### config.mk
export PLATFORM = sky130hd
export DESIGN_NAME = three_lane_serializer
export DESIGN_NICKNAME = d
export VERILOG_FILES = /design/src/rtl/three_lane_pkg.sv /design/src/rtl/lane_quantizer.sv /design/src/rtl/three_lane_serializer.sv
export SDC_FILE = /design/constraint.sdc
export NUM_CORES = 1
export LEC_CHECK = 0
export ABC_AREA = 1
export ABC_CLOCK_PERIOD_IN_PS = 4500
export BUFFER_PORTS_ARGS = -buffer_cell sky130_fd_sc_hd__buf_2
export CAP_MARGIN = 20
export CORE_MARGIN = 2
export CORE_UTILIZATION = 50
export DETAILED_ROUTE_END_ITERATION = 6
export HOLD_SLACK_MARGIN = 0.02
export PLACE_DENSITY = 0.82
export SYNTH_ARGS = -nofsm -noshare
export SYNTH_HDL_FRONTEND = slang
export SYNTH_SLANG_ARGS = --single-unit
### constraint.sdc
create_clock -name clk -period 4.5 [get_ports clk]
set_input_delay 0.225 -clock clk [delete_from_list [all_inputs] [get_ports clk]]
set_output_delay 0.225 -clock clk [all_outputs]
set_load 0.02 [all_outputs]
### src/rtl/three_lane_pkg.sv
// Shared types for the 3-lane output serializer: lane count, lane index and sample/word types.
package three_lane_pkg;
  localparam int LANES    = 3;
  localparam int SAMPLE_W = 16;

  typedef logic [1:0]                 lane_idx_t;
  typedef logic signed [SAMPLE_W-1:0] sample_t;
  typedef sample_t                    word_t [LANES];

  localparam lane_idx_t LAST_LANE = lane_idx_t'(LANES - 1);
endpackage

### src/rtl/lane_quantizer.sv
// Combinational accumulator -> output sample conversion for one lane.
// SAT_ROUND_EN: round half up and saturate; otherwise truncate and wrap (clipped tied low).
module lane_quantizer #(
  parameter int IN_W  = 64,
  parameter int OUT_W = 16,
  parameter int SHIFT = 15
) (
  input  logic signed [IN_W-1:0]  din,
  output logic signed [OUT_W-1:0] sample,
  output logic                    clipped
);
  localparam int EW = IN_W + 1;

  logic signed [EW-1:0] ext;
  logic signed [EW-1:0] t;

`ifdef SAT_ROUND_EN
  // one extra bit so the rounding add cannot wrap at the top of the range
  if (SHIFT > 0) begin : g_rnd
    assign ext = {din[IN_W-1], din} + (EW'(1) << (SHIFT - 1));
  end else begin : g_nornd
    assign ext = {din[IN_W-1], din};
  end
  assign t = ext >>> SHIFT;

  // in range iff every bit from the output sign bit upward matches
  assign clipped = !((&t[EW-1:OUT_W-1]) || !(|t[EW-1:OUT_W-1]));
  assign sample  = !clipped  ? t[OUT_W-1:0] :
                   t[EW-1]   ? {1'b1, {(OUT_W-1){1'b0}}} :
                               {1'b0, {(OUT_W-1){1'b1}}};
`else
  logic unused_hi;
  assign ext       = {din[IN_W-1], din};
  assign t         = ext >>> SHIFT;
  assign sample    = t[OUT_W-1:0];
  assign clipped   = 1'b0;
  assign unused_hi = ^t[EW-1:OUT_W];
`endif
endmodule

### src/rtl/three_lane_serializer.sv
// Re-serialises 3-lane filter words into one quantised sample per cycle through a 2-word FIFO.
// SAT_ROUND_EN selects rounding/saturation in the lane quantizers and enables sat_flag.
module three_lane_serializer
  import three_lane_pkg::*;
#(
  parameter int IN_W  = 64,
  parameter int OUT_W = 16,
  parameter int SHIFT = 15
) (
  input  logic                    clk,
  input  logic                    rst,
  input  logic                    in_valid,
  output logic                    in_ready,
  input  logic signed [IN_W-1:0]  din0,
  input  logic signed [IN_W-1:0]  din1,
  input  logic signed [IN_W-1:0]  din2,
  output logic                    out_valid,
  input  logic                    out_ready,
  output logic signed [OUT_W-1:0] dout,
  output lane_idx_t               out_lane,
  output logic                    out_last,
  output logic                    sat_flag
);
  logic [LANES-1:0][IN_W-1:0]  din_v;
  logic [LANES-1:0][OUT_W-1:0] q;
  logic [LANES-1:0]            clip;

  logic [1:0][LANES-1:0][OUT_W-1:0] mem;
  logic [1:0] count;
  lane_idx_t  lane;
  logic       wr_ptr, rd_ptr;
  logic       sat_q;
  logic       accept, emit, pop;

  assign din_v = {din2, din1, din0};

  for (genvar i = 0; i < LANES; i++) begin : g_lane
    lane_quantizer #(.IN_W(IN_W), .OUT_W(OUT_W), .SHIFT(SHIFT)) u_q (
      .din     (din_v[i]),
      .sample  (q[i]),
      .clipped (clip[i])
    );
  end

  // gated by reset so nothing looks ready while the block is held
  assign in_ready  = rst && (count != 2'd2);
  assign out_valid = (count != 2'd0);
  assign dout      = mem[rd_ptr][lane];
  assign out_lane  = lane;
  assign out_last  = (lane == LAST_LANE);
  assign sat_flag  = sat_q;

  assign accept = in_valid && in_ready;
  assign emit   = out_valid && out_ready;
  assign pop    = emit && (lane == LAST_LANE);

  always_ff @(posedge clk or negedge rst) begin
    if (!rst) begin
      mem    <= '0;
      count  <= '0;
      lane   <= '0;
      wr_ptr <= 1'b0;
      rd_ptr <= 1'b0;
      sat_q  <= 1'b0;
    end else begin
      if (accept) begin
        mem[wr_ptr] <= q;
        wr_ptr      <= ~wr_ptr;
      end
      if (pop) rd_ptr <= ~rd_ptr;
      if (emit) lane <= pop ? lane_idx_t'(0) : lane + lane_idx_t'(1);
      count <= count + 2'(accept) - 2'(pop);
      sat_q <= sat_q | (accept & (|clip));
    end
  end
endmodule

==> impl_summary.txt, run 1 <==
----------------------------------------------------
[Status]
  Run status ... finished, final reports clean

[Clock tree]
  Setup fix buffers added after clock tree synthesis ... 0
  Cell chosen for the clock root ... clkbuf_8
  Num CTS Buffers ... 9
  Clk slew on worst S/H paths ... 0.09 ns
  Maximum number of buffers from clock root to sink ... 2
  CTS tree ... done
  Total clock sinks ... 102
  Worst skew pair latency ... 0.37 ns
  Number of levels in the clock H-tree ... 3

[Placed design]
  Port Buffers ... 72
  HPWL Detailed ... 8.850 mm
  Post-Place Setup Slack ... 1.437 ns
  GPL Wtd Cong ... 0.8098

[Logic synthesis]
  Share of synthesized cell area in full adder, half adder and majority cells ... 0.006970
  Syn avg cell area ... 7.448 µm²
  Post-synthesis cell count ... 723
  Most common library cells after synthesis ... nand2_1, dfrtp_1, nand4_1
  Basic-gate share of the synthesized area counting and, or, nand and nor cells ... 0.3838
  Share of synthesized area occupied by flip-flops and latches ... 0.4740
  Flops & latches, synth ... 102
  Dominant combinational cell family by area after synthesis ... simple AND/OR/NAND/NOR gates
  Area share of the largest cell type after synthesis ... 0.4740
  Share of async-settable or async-resettable flops after synthesis ... 1.000
  Most instantiated library cell after synthesis ... nand2_1
  Mux cell area share after synthesis ... 0
  Largest cells by area after synthesis ... dfrtp_1, nand2_1, nand4_1
  Post-Synth XOR/XNOR Area ... 0.003253
  Mapped Area ... 5385 µm²
  Most instantiated flip-flop cell in the synthesis netlist ... dfrtp_1
  Number of nets produced by synthesis ... 922
  EDFF count, synth ... 0
  Synthesized-area fraction occupied by ao, oa, aoi and oai cells ... 0.02649
  Biggest area consumer among synthesized cells ... dfrtp_1
  Number of warnings reported in the yosys synthesis log ... 0
  Count of unique library cells instantiated by Yosys ... 22

[Timing]
  Worst setup slack after layout ... 1.431 ns
  Final slew viol count ... 0
  Final setup vio count ... 0
  Setup TNS Final ... 0 ns
  Least-Margin Pin Slew ... 1.002 ns
  Ratio of final minimum period to clock period ... 0.6819
  Final worst clock skew ... 0.008107 ns
  Maximum frequency from static timing analysis ... 325.9 MHz
  Unrepaired setup endpoints after global routing ... no
  Tmin final ... 3.069 ns
  Worst slew margin ... 0.3318
  Final Hold Vio Count ... 0

[Detailed routing]
  Initial detailed-routing violation count ... 460
  Uppermost routed layer ... met4
  Count of vias placed by the detailed router ... 5100
  Length of routed wiring on met1 ... 5.870 mm
  Via density per instance ... 5.698
  Average wire per standard cell ... 16.35 µm
  Final wirelength ... 14.63 mm
  Number of remaining DRC errors ... 0
  Met3 wire length ... 1.590 mm
  Remaining antenna violation count ... 0
  Number of detailed-route iterations in the first pass ... 5
  Detailed route wirelength on metal2 ... 6.698 mm

[Floorplanning]
  Initial Utilization ... 0.5193
  Die Wd ... 107.8 µm
  DIE AREA ... 11620 µm²
  Row count ... 37
  Core Region ... 10370 µm²
  Die H ... 107.8 µm
  # IOs ... 218

[Final layout]
  Area added between synthesis and finish ... 10.22%
  Post-route core utilization ... 0.5724
  Filler Cells Inserted ... 953
  ANT cells ... 0
  Ratio of cells with drive above 1 in the final layout ... 0.1489
  Count of nets after finishing ... 956

[Power and ir drop]
  Overall power consumption ... 0.004403 W
  Cell area power density ... 741.8 nW/µm²
  Worst voltage drop across the vdd grid ... 0.4525 mV
  Leakage power total ... 3.349 nW

[Setup path]
  Launching element type of the critical path ... flip-flop
  Slowest cell on the critical path ... dfrtp_1
  Crit. Startpoint ... out_lane[0]$_DFFE_PN0P_
  Beginning of the worst register-to-register path ... out_lane[0]$_DFFE_PN0P_
  Cell family with the largest share of critical-path delay ... adder cells
  Maximum fanout along the worst path ... 19
  Worst R2R Setup Slack ... 1.43 ns
  Number of gates on the worst path with buffers counted ... 9
  CP Data Required Time ... 4.80 ns
  R2r worst-path depth ... 9
  R2r endpoint ... count[1]$_DFF_PN0_
  Cell-by-cell listing of the critical path ... clkinv_1 > ha_1 > inv_1 > nor2_1 > ha_1 > inv_1 > ha_1 > xnor2_1 > xor2_1
  Crit path DAT ... 3.36 ns
  Critical Path End Type ... flip-flop
  Worst setup path end ... count[1]$_DFF_PN0_
  Dominant cell type by count on the critical path ... ha_1
  Type of the setup path with the least slack ... flip-flop to flip-flop
  Number of buffers and inverters on the critical path ... 3
  Worst stage delay on the critical path ... 0.81 ns

[GRT]
  Global router's overall resource usage ... 0.2663
  Remaining global-route overflow ... 0
  Largest net degree at the start of global routing ... 98
  Via count of the first global-routing pass ... 4960
  First-pass GRT wire length ... 24.30 mm
  Number of antenna violations at the first check in global routing ... 0

[Hold path]
  Tightest Hold Check Type ... input port to flip-flop

[Flow run]
  Max-cap violations ... 0

----------------------------------------------------
==> final cells by class <==
cell class	count	area, µm²	share of cell area
Timing Repair Buffer	82	460.4	0.07757
Multi-Input combinational cell	489	2280	0.3841
Tap cell	136	170.2	0.02867
Sequential cell	102	2552	0.4300
Clock inverter	4	75.07	0.01265
Inverter	73	274.0	0.04616
Clock buffer	9	123.9	0.02087
==> worst min-delay path by stage <==
stage	from	endpoint	depth (start not counted)
after CTS	din2[15]	mem[80]$_DFFE_PN0P_	3
final	din2[15]	mem[80]$_DFFE_PN0P_	3
after detailed placement	rst	mem[92]$_DFFE_PN0P_	1
after global placement	rst	wr_ptr$_DFFE_PN0N_	1
after floorplan	rst	count[0]$_DFF_PN0_	0
after global routing	din1[27]	mem[28]$_DFFE_PN0P_	3
==> layer usage <==
metal	global-route usage	vias up
met2	0.3998	294
met4	0.1026	0
met1	0.3836	2379
li1	-	2385
met5	0	-
met3	0.04782	42
==> cell families after synthesis <==
family / Yosys count
AOI/OAI and AO/OA: 20
xor gates and xnor gates: 2
adders and majority gates: 3
buffers and inverters: 132
DFF: 102
other: 1
and+or+nand+nor: 463
==> worst reg2reg max path, delay by kind of cell (launching register included) <==
family	cells	cell delay [ns]
buf+inv	3	0.85
fa+ha+maj	3	0.92
simple gates	1	0.07
flops	1	0.81
xor+xnor	2	0.35
==> report_power, final <==
part / internal (W) / total (W) / switching [W]
Combinational: 0.000689 / 0.00219 / 0.00150
Sequential: 0.00134 / 0.00160 / 0.000261
Clock: 0.000304 / 0.000613 / 0.000309
==> timing repair <==
action	in CTS	in global routing
hold buffers	1	0
endpoints found under the setup margin	0	0
hold endpoints to repair	10	0
resized for setup	0	0
==> cells in the final DEF, fill, tap and decap left out, drive strengths merged <==
| cell type | synthesis | layout |
|---|---|---|
| nand4 | 98 | 98 |
| buf | 34 | 81 |
| o211ai | 16 | 16 |
| dfrtp | 102 | 102 |
| xnor2 | 1 | 1 |
| ha | 3 | 3 |
| conb | 1 | 1 |
| inv | 71 | 70 |
| nand3 | 33 | 33 |
| xor2 | 1 | 1 |
| clkinvlp | 0 | 2 |
| or2 | 16 | 16 |
| clkbuf | 25 | 9 |
| dlygate4sd3 | 0 | 1 |
| clkinv | 2 | 3 |
| a21boi | 1 | 1 |
| bufinv | 0 | 2 |
| nand2 | 313 | 313 |
| nor2 | 3 | 3 |
| o21ai | 3 | 3 |
==> through the flow <==
| step | cells | area [µm²] | hold slack (ns) |
|---|---|---|---|
| after floorplan | 723 | 5385 | -0.07059 |
| after global placement | 880 | 5699 | 0.07678 |
| after detailed placement | 880 | 5699 | 0.08576 |
| after CTS | 894 | 5908 | 0.09165 |
| after global routing | 895 | 5936 | 0.1023 |
| final | 895 | 5936 | 0.1038 |
==> flip-flops by register name, indices dropped and copies added, names as in the netlist <==
signal    cells
mem          96
count         2
wr_ptr        1
rd_ptr        1
out_lane      2
(Power assumes the default switching activity.)
==> run 2: changes to the inputs <==
ABC_CLOCK_PERIOD_IN_PS = 3000   (was 4500)
CORE_UTILIZATION = 49   (was 50)
PLACE_DENSITY = 0.81   (was 0.82)
clock period = 3 ns   (was 4.5 ns; I/O delays follow)
==> impl_summary.txt, run 2 (same netlist as run 1, synthesis figures left out) <==
----------------------------------------------------
[Status]
  Run status ... finished, final reports clean

[Clock tree]
  Worst skew pair latency ... 0.39 ns (+0.02 ns)
  Number of buffers added to fix hold violations after cts ... 24 (+23)
  Maximum number of buffers from clock root to sink ... 2 (unchanged)
  Number of levels in the clock H-tree ... 3 (unchanged)
  Clk slew on worst S/H paths ... 0.10 ns (about the same)
  Setup fix buffers added after clock tree synthesis ... 0 (unchanged)
  Num CTS Buffers ... 9 (unchanged)
  Number of gates resized after cts ... 0 (unchanged)
  Total clock sinks ... 102 (unchanged)
  CTS tree ... done
  Cell chosen for the clock root ... clkbuf_8

[Final layout]
  Most frequent cells in the layout ... nand2_1, dfrtp_1, nand4_1
  Count of nets after finishing ... 983 (+2.8%)
  Most common library cell in the layout ignoring fill and taps ... nand2_1
  Ratio of cells with drive above 1 in the final layout ... 0.1508 (+0.001944)
  Largest register by flop count ... mem
  Area added between synthesis and finish ... 15.40%
  Finished Layout Cells ... 929 (+3.8%)
  Summed area of non-filler cells in the final layout ... 6215 µm² (+4.7%)
  Post-route core utilization ... 0.5758 (+0.003423)
  ANT cells ... 0 (unchanged)
  Filler Cells Inserted ... 985 (+3.4%)
  Number of flip-flops under the largest register name ... 96 (unchanged)

[Setup path]
  Type of the setup path with the least slack ... input port to output port
  Slowest cell on the critical path ... buf_4
  R2r endpoint ... count[1]$_DFF_PN0_
  Dominant cell type by count on the critical path ... buf_4
  Maximum fanout along the worst path ... 97 (+78)
  Beginning of the worst register-to-register path ... out_lane[0]$_DFFE_PN0P_
  R2r worst-path depth ... 9 (unchanged)
  Critical Path End Type ... output port
  Number of buffers and inverters on the critical path ... 4 (+1)
  Cell family with the largest share of critical-path delay ... buffers and inverters
  Launching element type of the critical path ... input port
  Cell-by-cell listing of the critical path ... dlygate4sd3_1 > buf_4 > a21boi_4 > buf_4 > buf_2
  Crit path DAT ... 2.41 ns (-0.95 ns)
  Worst R2R Setup Slack ... 1.02 ns (-0.41 ns)
  Worst stage delay on the critical path ... 0.75 ns (-0.06 ns)
  CP Data Required Time ... 2.85 ns (-1.95 ns)

[Power and ir drop]
  Cell area power density ... 1077 nW/µm² (+45%)
  Worst voltage drop across the vdd grid ... 0.8081 mV (+79%)
  Leakage power total ... 3.483 nW (+4.0%)

[GRT]
  Global router's overall resource usage ... 0.2576 (-0.008609)
  First-pass GRT wire length ... 23.45 mm (-3.5%)
  Number of antenna violations at the first check in global routing ... 0 (unchanged)
  Largest net degree at the start of global routing ... 98 (unchanged)
  Remaining global-route overflow ... 0 (unchanged)
  Via count of the first global-routing pass ... 4705 (-5.1%)

[Detailed routing]
  Count of vias placed by the detailed router ... 5056 (-0.86%)
  Via density per instance ... 5.442 (-4.5%)
  Final wirelength ... 14.46 mm (-1.2%)
  Remaining antenna violation count ... 0 (unchanged)
  Number of detailed-route iterations in the first pass ... 5 (unchanged)
  Average wire per standard cell ... 15.56 µm (-4.8%)
  Initial detailed-routing violation count ... 517 (+12%)
  Number of remaining DRC errors ... 0 (unchanged)

[Floorplanning]
  Die H ... 108.8 µm (+0.98%)
  # IOs ... 218 (unchanged)
  DIE AREA ... 11850 µm² (+2.0%)
  Die Wd ... 108.8 µm (+0.98%)
  Row count ... 38 (+2.7%)
  Initial Utilization ... 0.4990 (-0.02035)
  Core Region ... 10790 µm² (+4.1%)

[Hold path]
  Destination of the worst hold path ... mem[18]$_DFFE_PN0P_
  Tightest Hold Check Type ... input port to flip-flop
  Worst hold path cell count ... 3 (unchanged)
  Source of the worst hold timing path ... din1[17]

[Timing]
  Final setup vio count ... 0 (unchanged)
  Final worst clock skew ... 0.006841 ns (-0.001266 ns)
  Maximum frequency from static timing analysis ... 390.0 MHz
  Final Hold Vio Count ... 0 (unchanged)
  Least-Margin Pin Slew ... 0.9516 ns (-0.05072 ns)
  Setup TNS Final ... 0 ns (unchanged)
  Unrepaired setup endpoints after global routing ... no
  Final slew viol count ... 0 (unchanged)
  Ratio of final minimum period to clock period ... 0.8547
  Worst slew margin ... 0.3656 (+0.03381)
  Tmin final ... 2.564 ns

[Placed design]
  Cell count after placement ... 888 (+0.91%)
  Area after detailed placement ... 5747 µm² (+0.83%)
  HPWL Detailed ... 8.472 mm (-4.3%)
  GPL Wtd Cong ... 0.8373 (+3.4%)
  Port Buffers ... 72 (unchanged)

[Flow run]
  Max-cap violations ... 0 (unchanged)

----------------------------------------------------
-- run 2: worst max-delay path by stage --
stage                            start            endpoint  slack (ns)  cells past startpoint
2_1_floorplan  out_lane[0]$_DFFE_PN0P_  count[1]$_DFF_PN0_        0.67                     11
3_3_place_gp                       rst            in_ready        0.99                      4
3_5_place_dp                       rst            in_ready        0.98                      4
4_1_cts                            rst            in_ready        0.43                      5
5_1_grt                            rst            in_ready        0.26                      5
6_report                           rst            in_ready        0.44                      5
-- run 2: layout make-up --
| class | instances | area (µm²) | share of cell area |
|---|---|---|---|
| Clock inverter | 4 | 52.55 | 0.008456 |
| Clock buffer | 12 | 165.2 | 0.02658 |
| Sequential cell | 102 | 2552 | 0.4107 |
| Multi-Input combinational cell | 489 | 2280 | 0.3668 |
| Timing Repair Buffer | 109 | 715.7 | 0.1152 |
| Inverter | 73 | 274.0 | 0.04409 |
| Tap cell | 140 | 175.2 | 0.02819 |
-- run 2: tightest hold or removal path: cells and delay by family --
kind	cells	cell delay [ns]
buf+inv	1	0.11
simple gates	2	0.13
-- run 2: metrics by stage --
| step | hold slack, ns | setup slack [ns] | total power [W] |
|---|---|---|---|
| 6_report | 0.02398 | 0.4360 | 0.006696 |
| 5_1_grt | 0.02022 | 0.2604 | 0.007252 |
| 4_1_cts | 0.02094 | 0.4320 | 0.006682 |
| 3_5_place_dp | 0.1197 | 0.9797 | 0.005682 |
| 3_3_place_gp | 0.1172 | 0.9931 | 0.005608 |
| 2_1_floorplan | -0.1456 | 0.6698 | 0.004700 |
-- run 2: power by group --
group          total (W)  internal (W)  switching [W]
registers        0.00238       0.00201       0.000374
logic            0.00336       0.00110        0.00226
clock network   0.000956      0.000458       0.000498
-- run 2: metal layers --
layer / global-route usage / vias up / part of all wire
met5: 0 / - / 0
met4: 0.07875 / 0 / 0.019
met3: 0.05738 / 20 / 0.079
met2: 0.3915 / 213 / 0.46
met1: 0.3690 / 2370 / 0.44
li1: - / 2453 / -
